### src/rtl/axi_pkg.sv
// Shared AXI constants for the SRAM-like to AXI bridges.
package axi_pkg;
  localparam logic [1:0]  AXI_BURST_INCR = 2'b01;
  localparam logic [2:0]  AXI_SIZE_WORD  = 3'b010;
  localparam int unsigned AXI_ID_W       = 4;
  localparam int unsigned AXI_LEN_W      = 8;
endpackage

### src/rtl/inst_sram_axi_bridge.sv
// Read-only bridge from the IF-stage SRAM-like port to an AXI read master.
// Single-beat reads, returned in acceptance order with a one-cycle data_ok.
module inst_sram_axi_bridge
  import axi_pkg::*;
#(
  parameter int unsigned         MAX_OUTSTANDING = 2,
  parameter logic [AXI_ID_W-1:0] AXI_ID          = 4'd0
) (
  input  logic                 clk,
  input  logic                 reset,
  input  logic                 inst_sram_en,
  input  logic                 inst_sram_wen,
  input  logic [1:0]           inst_sram_size,
  input  logic [31:0]          inst_sram_addr,
  input  logic [31:0]          inst_sram_wdata,
  output logic                 inst_sram_addr_ok,
  output logic                 inst_sram_data_ok,
  output logic [31:0]          inst_sram_rdata,
  output logic [AXI_ID_W-1:0]  arid,
  output logic [31:0]          araddr,
  output logic [AXI_LEN_W-1:0] arlen,
  output logic [2:0]           arsize,
  output logic [1:0]           arburst,
  output logic [1:0]           arlock,
  output logic [3:0]           arcache,
  output logic [2:0]           arprot,
  output logic                 arvalid,
  input  logic                 arready,
  input  logic [AXI_ID_W-1:0]  rid,
  input  logic [31:0]          rdata,
  input  logic [1:0]           rresp,
  input  logic                 rlast,
  input  logic                 rvalid,
  output logic                 rready
);

  localparam int unsigned CNT_W = $clog2(MAX_OUTSTANDING + 1);

  logic [CNT_W-1:0] outstanding;
  logic             r_take;
  logic             unused_inputs;

  // A beat with nothing outstanding is illegal and is dropped rather than counted.
  assign r_take = rvalid && rready && rlast && (outstanding != '0);

  assign inst_sram_addr_ok = !reset && inst_sram_en && !inst_sram_wen &&
                             (!arvalid || arready) &&
                             ((outstanding < CNT_W'(MAX_OUTSTANDING)) || r_take);

  assign arid    = AXI_ID;
  assign arlen   = AXI_LEN_W'(0);
  assign arburst = AXI_BURST_INCR;
  assign arlock  = 2'b00;
  assign arcache = 4'b0000;
  assign arprot  = 3'b000;
  assign rready  = 1'b1;

  assign unused_inputs = ^{inst_sram_wdata, rid, rresp};

  // AR register slice: holds until handshake, reloads on a same-cycle accept.
  always_ff @(posedge clk) begin
    if (reset) begin
      arvalid <= 1'b0;
      araddr  <= '0;
      arsize  <= '0;
    end else if (inst_sram_addr_ok) begin
      arvalid <= 1'b1;
      araddr  <= inst_sram_addr;
      arsize  <= {1'b0, inst_sram_size};
    end else if (arready) begin
      arvalid <= 1'b0;
    end
  end

  always_ff @(posedge clk) begin
    if (reset) begin
      outstanding <= '0;
    end else begin
      case ({inst_sram_addr_ok, r_take})
        2'b10:   outstanding <= outstanding + CNT_W'(1);
        2'b01:   outstanding <= outstanding - CNT_W'(1);
        default: outstanding <= outstanding;
      endcase
    end
  end

  // Return register: no backpressure on data_ok, so it always drains.
  always_ff @(posedge clk) begin
    if (reset) begin
      inst_sram_data_ok <= 1'b0;
      inst_sram_rdata   <= '0;
    end else begin
      inst_sram_data_ok <= r_take;
      if (r_take) begin
        inst_sram_rdata <= rdata;
      end
    end
  end

  always_ff @(posedge clk) begin
    if (!reset && rvalid && rlast) begin
      assert (outstanding != '0);
    end
  end

endmodule
### config.mk
export PLATFORM = sky130hd
export DESIGN_NAME = inst_sram_axi_bridge
export DESIGN_NICKNAME = d
export VERILOG_FILES = /design/src/rtl/axi_pkg.sv /design/src/rtl/inst_sram_axi_bridge.sv
export SDC_FILE = /design/constraint.sdc
export NUM_CORES = 1
export LEC_CHECK = 0
export BUFFER_PORTS_ARGS = -buffer_cell sky130_fd_sc_hd__buf_4
export CAP_MARGIN = 20
export CORE_MARGIN = 1.5
export CORE_UTILIZATION = 45
export DETAILED_ROUTE_END_ITERATION = 8
export PLACE_DENSITY = 0.88
export SLEW_MARGIN = 20
export SYNTH_ARGS = -nofsm -noshare
export SYNTH_HDL_FRONTEND = slang
export SYNTH_SLANG_ARGS = --single-unit
### constraint.sdc
create_clock -name clk -period 3.45 [get_ports clk]
set_clock_uncertainty 0.05 [all_clocks]
set_input_delay 0.8625 -clock clk [delete_from_list [all_inputs] [get_ports clk]]
set_output_delay 0.8625 -clock clk [all_outputs]
set_load 0.005 [all_outputs]
Yosys cells after proc, flatten, opt, wreduce, memory -nomap -nowiden

Index checks and enable logic that the tools add are counted.

Input bits: 111
Output and inout port bits: 94
Word-level logic and storage cells: 28
Flip-flop bits (word level): 70

Add/sub/neg operators: 2
Equal/unequal tests: 2
Reduce and logical (&&, ||, !) cells: 14
Magnitude comparators: 1
Multiplexer cells: 3

Operator list:

| operator                                                              | count |
|---|---|
| 1-bit logical AND                                                     | 6 |
| 2-bit nonzero test                                                    | 3 |
| 2-bit case mux with 2 select lines                                    | 1 |
| 1-bit zero test                                                       | 3 |
| 2-bit by 1-bit adder with 2-bit output, second input constant         | 1 |
| 2-bit by 1-bit equality test with 1-bit output, second input constant | 1 |
| 2-bit equality test, second input constant                            | 1 |
| 1-bit logical OR                                                      | 2 |
| 2-bit less-than comparator, second input constant                     | 1 |
| 1-bit 2-to-1 mux                                                      | 2 |
| 2-bit by 1-bit subtractor with 2-bit output, second input constant    | 1 |

Longest topological paths before layout

Gate-level depths: netlist (run 1).

Depth in word-level cells: 7
Mapped depth: 8

Least setup slack after synthesis (run 1)

No wires, ideal clock.

Kind: in2out
Start point: in rvalid
End point: out inst_sram_addr_ok
Setup slack: 0.910 ns
Buffers on the path: 1
Stages on the path: 4
Arrival time: 1.628 ns
Cell sequence: nand2_2 a2111oi_4 buf_6 nor2b_1

Word-level cells in the longest chain between the ends: 4

RTL lines:

| what                           | line                       | source |
|---|---|---|
| start, declared                | inst_sram_axi_bridge.sv:33 | `input logic rvalid,` |
| 1-bit logical AND (2 in a row) | inst_sram_axi_bridge.sv:44 | `assign r_take = rvalid && rready && rlast && (outstanding != '0);` |
| 1-bit logical OR               | inst_sram_axi_bridge.sv:48 | `((outstanding < CNT_W'(MAX_OUTSTANDING)) \|\| r_take);` |
| 1-bit logical AND              | inst_sram_axi_bridge.sv:47 | `(!arvalid \|\| arready) &&` |
| end, declared                  | inst_sram_axi_bridge.sv:16 | `output logic inst_sram_addr_ok,` |

No other way between the ends.

Final worst setup path (run 1)

Ends and elaborated chain as after synthesis.

==> results of run 1 <==
-- stage by stage --
step                setup WS (ns)  cells  utilization [%]  area, um2
finish                      0.714    548             64.6       4170
detailed placement          0.695    532             61.7       3980
CTS                         0.695    548             64.6       4170
floorplan                   0.910    356                -       3130
global placement            0.679    532             61.7       3980
global route                0.620    548             64.6       4170
-- flip-flops by register name, indices dropped and copies added, names as in the netlist --
register           count
araddr                32
inst_sram_rdata       32
inst_sram_data_ok      1
arsize                 2
arvalid                1
outstanding            2
-- Yosys cell counts --
master,number
dfxtp_1,70
nand2b_1,69
nand2_1,64
mux2i_1,34
a21oi_1,33
buf_4,25
buf_2,8
clkbuf_1,8
buf_12,3
conb_1,2
nor2_1,2
nor2b_1,2
a2111oi_4,1
buf_1,1
buf_6,1
ha_1,1
inv_1,1
inv_2,1
nand2_2,1
o211ai_2,1
o21ai_0,1
o21ba_1,1
or3_1,1
xnor2_1,1
xor2_1,1
-- kinds of logic after synthesis --
kind of cell               share of synthesized area (%)
and+or+nand+nor                                     23.1
DFF                                                 46.0
buffers and inverters                               11.2
AOI/OAI and AO/OA                                   7.23
muxes                                               11.2
other                                              0.247
xor gates and xnor gates                           0.576
adders and majority gates                          0.411
-- power by group --
group          internal [uW]  switching, uW  total [uW]
Combinational            135           92.6         227
Clock                    328            296         624
Sequential               840           18.0         858
-- final cells by class --
type,instances,area share (%)
sequential,70,33.6
timing repair buffer,145,26.1
multi-input combinational,238,33.3
clock buffer,9,2.97
tap,77,2.31
inverter,2,0.180
clock inverter,7,1.56
-- routing by layer --
layer,wire length (um),up-vias
met2,3360,112
met5,0,-
li1,-,1274
met3,675,6
met1,2480,1157
met4,85,0
-- worst max-delay path by stage --
| stage | from | endpoint | slack, ns | cells past startpoint |
|---|---|---|---|---|
| 6_report | rvalid | inst_sram_addr_ok | 0.71 | 6 |
| 5_1_grt | rvalid | inst_sram_addr_ok | 0.62 | 6 |
| 4_1_cts | rvalid | inst_sram_addr_ok | 0.70 | 6 |
| 3_5_place_dp | rvalid | inst_sram_addr_ok | 0.70 | 6 |
| 3_3_place_gp | rvalid | inst_sram_addr_ok | 0.68 | 6 |
| 2_1_floorplan | rvalid | inst_sram_addr_ok | 0.91 | 4 |
-- critical path, stage by stage --
cell       delay [ns]
buf_4            0.09
nand2_2          0.06
a2111oi_4        0.35
buf_4            0.19
nor2b_1          0.14
buf_4            0.13
==> impl_results.md, run 1 <==
* Outcome: finished with violations
* Violated checks: design-rule violations
* Effective utilization at floorplan at between 40% and 50%
* Initial antenna violation count at 0
* Ranking of synthesized cells by area: dfxtp_1 46%, nand2b_1 14%, mux2i_1 11%, nand2_1 7.9%, buf_4 6.2%
* Total via count in the routed design at approximately 2500
* Chip Height at 85.3 um
* Rel. slew slack at between 60% and 70%
* Hold Buf Count CTS at 0
* Fmax at 365 MHz
* PD cells at 410 nW/um2
* Die area at 7270 um2
* Fill cell count at roughly 560
* DP Wirelength at a little under 5000 um
* Buffers on Ports at about 140
* Via density at roughly 4.7
* Hold_sp: inst_sram_rdata[18]
* Synth unique cells at 25
* DRC at 15
* CTS tree: yes
* Final setup violation count at 0
* Slew @ Worst Pin at between 0.5 and 0.6 ns
* GR Util met2 at around a third
* DR WL/cell at approximately 12 um
* Commonest non-fill, non-tap cell in the layout: buf_4
* Core Box Area at ~6500 um2
* Largest net degree at the start of global routing at 72
* PostCTS Resize Cnt at 0
* Sequential-to-total area share from yosys stat at between 40% and 50%
* Fin. max-slew vios at 0
* Critical Path End Type: primary output
* Global-route total usage across every layer at between 10% and 20%
* Final net count at just under 600
* Total gr overflow at 0
* Setup TNS at 0 ns
* CTS Buffer Depth at 2
* Worst hold slack at a little over 0.4 ns
* Io pins at 205
* GPL Wtd Cong at between 0.7 and 0.8
* CTS buffer count at 9
* Register area at 1400 um2
* Avg Cell Area, Syn at between 9 and 10 um2
* Flops & latches, synth at 70
* Detailed Route Iter0 Violations at just over 80
* Critical Path AT at 1.82 ns
* Post-CTS setup buffer count at 0
* Clk slew on worst S/H paths at around 0.080 ns
* Vias in the first global route at 2531
* Peak VDD IR at 271 uV
* Final period util at roughly four fifths
* Final wirelength at between 6000 and 7000 um
* Global Route met1 Usage at about a fifth
* Multi-input gate area at about 1400 um2
* TritonCTS Sinks at 70
* Post-synth top area share at approximately 46%
* Hold Path Class: flip-flop to flip-flop
* CTS Root Cell: clkbuf_8
* Num rows at 29
* Min Tclk post-route at about 2.7 ns
* Most area-hungry cell type in the Yosys netlist: dfxtp_1
* Crit-path max FO at 4
* FF-to-FF End: outstanding[1]
* R2R cell count at 7
* Layout cells sized above 1 at about a third
* Max-cap viol count at 0
* Cell count after synthesis at 333
* R2R Path Start: arvalid
* Crit path launch type: input port
* Most used routing layer: met2
* R2R setup slack at 1.35 ns
* Detail Route Antenna Nets at 0
* Req. time, crit path at about 2.5 ns
* Yosys warnings at 0
* Die X at 85.3 um
* Critical path class: input port to primary output
* Total power at roughly 1700 uW
* Hold Path Sink: inst_sram_rdata[18]
* Final Hold Fails at 0
* Unrepaired setup endpoints after global routing: no
* Diodes inserted at 0
* Pleak at 0.00186 uW
* # H-tree levels at 3
* Most frequent cells in the layout: 145 x buf_4, 70 x dfxtp_1, 69 x nand2b_1, 64 x nand2_1, 34 x mux2i_1
* Worst Hold Path Cells at 2
* GRT met3 Usage at 6.81%
* Area growth, synth to finish at 37.0%
* Pre-antenna DRT Iters at 6
* First-pass GRT wire length at 10800 um
* Synthesized area at between 3000 and 4000 um2
* Later-pin clock latency in the skew report at roughly 0.32 ns
Note: power is estimated with default switching activity, not from simulation.
==> run 2, diff against run 1 <==
--- a/config.mk
+++ b/config.mk
@@ -5,12 +5,13 @@
 export SDC_FILE = /design/constraint.sdc
 export NUM_CORES = 1
 export LEC_CHECK = 0
+export ABC_AREA = 1
 export BUFFER_PORTS_ARGS = -buffer_cell sky130_fd_sc_hd__buf_4
 export CAP_MARGIN = 20
 export CORE_MARGIN = 1.5
-export CORE_UTILIZATION = 45
+export CORE_UTILIZATION = 37
 export DETAILED_ROUTE_END_ITERATION = 8
-export PLACE_DENSITY = 0.88
+export PLACE_DENSITY = 0.78
 export SLEW_MARGIN = 20
 export SYNTH_ARGS = -nofsm -noshare
 export SYNTH_HDL_FRONTEND = slang
==> constraint.sdc (replaced) <==
create_clock -name clk -period 2.4 [get_ports clk]
set_clock_uncertainty 0.05 [all_clocks]
set_input_delay 0.6 -clock clk [delete_from_list [all_inputs] [get_ports clk]]
set_output_delay 0.6 -clock clk [all_outputs]
set_load 0.005 [all_outputs]
==> impl_results.md, run 2 <==
* Final Hold Fails at 0 (unchanged)
* Fmax at between 500 and 600 MHz
* Buffers on Ports at 141 (unchanged)
* PostCTS Resize Cnt at 0 (unchanged)
* Diodes inserted at 0 (unchanged)
* Synthesized area at 2920 um2 (-4.0%)
* Clk slew on worst S/H paths at 0.07 ns (about the same)
* Total gr overflow at 0 (unchanged)
* Post-synth top area share at 47.9% (+1.9 points)
* Fin area at 4070 um2 (-2.4%)
* R2R setup slack at 0.93 ns (-0.42 ns)
* Num rows at 32 (+10%)
* Internal power at 1840 uW (+41%)
* Later-pin clock latency in the skew report at 0.32 ns (about the same)
* CP most frequent cell: buf_4
* Final wirelength at 6790 um (+2.8%)
* Ranking of synthesized cells by area: dfxtp_1 48%, nor2_1 17%, nand2_1 9.5%, buf_4 6.7%, o21ai_0 5.7%
* Commonest non-fill, non-tap cell in the layout: buf_4
* Layout cells sized above 1 at 30.2% (-4.9 points)
* Worst Path Buf+Inv at 2 (-1)
* Crit-path leading delay family: simple AND/OR/NAND/NOR gates
* Flops & latches, synth at 70 (unchanged)
* Most area-hungry cell type in the Yosys netlist: dfxtp_1
* Final net count at 657 (+14%)
* # H-tree levels at 3 (unchanged)
* Peak VDD IR at 327 uV (+21%)
* Vias in the first global route at 2639 (+4.3%)
* CTS Root Cell: clkbuf_8
* Yosys warnings at 0 (unchanged)
* Cells along the critical path: buf_4 -> nor2_1 -> nand3_4 -> nor2_2 -> buf_4
* DRC at 0 (-15)
* Most numerous cell in the Yosys netlist: nor2_1
* Detailed Route Iter0 Violations at 59 (-27%)
* TritonCTS Sinks at 70 (unchanged)
* Critical Path AT at 1.28 ns (-0.54 ns)
* Slowest stage delay, CP at 0.22 ns (-0.13 ns)
* Worst Hold Path Cells at 2 (unchanged)
* Post-CTS setup buffer count at 0 (unchanged)
* First-pass GRT wire length at 11000 um (+2.4%)
* Initial antenna violation count at 0 (unchanged)
* Hold Path Class: input port to flip-flop
* Largest regs: araddr x32, inst_sram_rdata x32
* Die area at 8440 um2 (+16%)
* DP Wirelength at 4970 um (+2.7%)
* Hold_sp: reset
* Avg Cell Area, Syn at 7.13 um2 (-22%)
* Slowest CP cell: nor2_1
* GPL Wtd Cong at 0.746 (+1.7%)
* Io pins at 205 (unchanged)
* Unrepaired setup endpoints after global routing: no
* Cell count after synthesis at 410 (+23%)
* R2R cell count at 9 (+2)
* Clk pwr share at 32.7% (-3.8 points)
* Rel. slew slack at 62.2% (about the same)
* Global-route total usage across every layer at 16.1% (-2.4 points)
* Top post-synthesis cells by count: 135 x nor2_1, 74 x nand2_1, 70 x dfxtp_1
* DR WL/cell at 10.4 um (-14%)
* Placed cell count at 636 (+20%)
* Hold Buf Count CTS at 0 (unchanged)
* Chip Height at 91.9 um (+7.8%)
* CTS tree: yes
* Hold Path Sink: inst_sram_data_ok
* CTS Buffer Depth at 2 (unchanged)
* Largest net degree at the start of global routing at 43 (-40%)
* Detail Route Antenna Nets at 0 (unchanged)
* Final setup violation count at 0 (unchanged)
* Total via count in the routed design at 2796 (+9.7%)
* Sequential-to-total area share from yosys stat at 47.9% (+1.9 points)
* FF-to-FF End: outstanding[1]
* Pleak at 0.00224 uW (+20%)
* Total power at 2460 uW (+44%)
* Main synth FF type: dfxtp_1
* Crit path launch type: input port
* Part of the power in combinational logic at 15.7% (+2.4 points)
* CTS buffer count at 9 (unchanged)
* Max-cap viol count at 0 (unchanged)
* Setup TNS at 0 ns (unchanged)
* PD cells at 604 nW/um2 (+47%)
* Crit-path max FO at 3 (-1)
* Via density at 4.29 (-7.8%)
* Post-DP Area at 3900 um2 (-2.0%)
* Area growth, synth to finish at 39.3%
* Net Sw Frac at 25.2% (+1.4 points)
* Final period util at ~80%
* Psw at 619 uW (+52%)
* Synth async-reset ratio at 0% (unchanged)
* Outcome: finished, final reports clean
* Pre-antenna DRT Iters at 4 (-2)
* Min Tclk post-route at 1.93 ns
* Most frequent cells in the layout: 146 x buf_4, 135 x nor2_1, 74 x nand2_1, 70 x dfxtp_1, 40 x inv_1
* Effective utilization at floorplan at 38.0% (-9.1 points)
* Req. time, crit path at 1.75 ns (-0.79 ns)
* R2R Path Start: outstanding[1]
* Core Box Area at 7690 um2 (+19%)
* Fin. max-slew vios at 0 (unchanged)
* Critical Path End Type: primary output
* Critical path class: input port to primary output
* Reg power frac at 51.6% (+1.4 points)
* Die X at 91.9 um (+7.8%)
* EDFF count, synth at 0 (unchanged)
* Synth unique cells at 18 (-28%)
* Slew @ Worst Pin at 0.566 ns (-0.00135 ns)
* Fin cells at 652 (+19%)
## run 2: how the worst max path moves through the flow
stage	endpoint	depth (start not counted)	start
final	inst_sram_addr_ok	5	inst_sram_wen
after detailed placement	outstanding[1]	10	inst_sram_wen
after CTS	inst_sram_addr_ok	5	inst_sram_wen
after global routing	inst_sram_addr_ok	5	inst_sram_wen
after global placement	outstanding[1]	10	inst_sram_wen
after floorplan	outstanding[1]	11	inst_sram_en
## run 2: kinds of logic after synthesis
group	after synthesis	synth area share, %
buf+inv	87	16.7
compound gates	36	6.21
simple gates	214	28.5
fa+ha+maj	1	0.428
other cells	2	0.257
flops	70	47.9
## run 2: metrics by stage
stage | util, % | hold WS, ns | worst slack [ns]
after floorplan | - | 0.416 | 0.487
after global placement | 50.8 | 0.430 | 0.454
after detailed placement | 50.8 | 0.452 | 0.407
after CTS | 52.9 | 0.396 | 0.448
after global routing | 52.9 | 0.389 | 0.393
final | 52.9 | 0.414 | 0.469
## run 2: layout make-up
| type | count | area, um2 |
|---|---|---|
| sequential | 70 | 1400 |
| fill | 752 | 3620 |
| clock inverter | 4 | 22.5 |
| tap | 102 | 128 |
| clock buffer | 12 | 145 |
| inverter | 42 | 158 |
| timing repair buffer | 146 | 1100 |
| multi-input combinational | 276 | 1120 |
## run 2: layer usage
metal  vias to the layer above  share of wire, %  global-route usage, %
li1                       1436                 -                      -
met3                         6               8.9                   6.22
met1                      1242                42                   17.7
met5                         -                 0                      0
met2                       112                48                   28.6
met4                         0              0.87                   4.49
## run 2: power by group through the flow
| stage | clock network, uW | registers, uW | logic (uW) |
|---|---|---|---|
| 2_1_floorplan | 0 | 1300 | 201 |
| 3_3_place_gp | 0 | 1290 | 381 |
| 3_5_place_dp | 0 | 1290 | 391 |
| 4_1_cts | 842 | 1270 | 392 |
| 5_1_grt | 888 | 1280 | 436 |
| 6_report | 804 | 1270 | 387 |
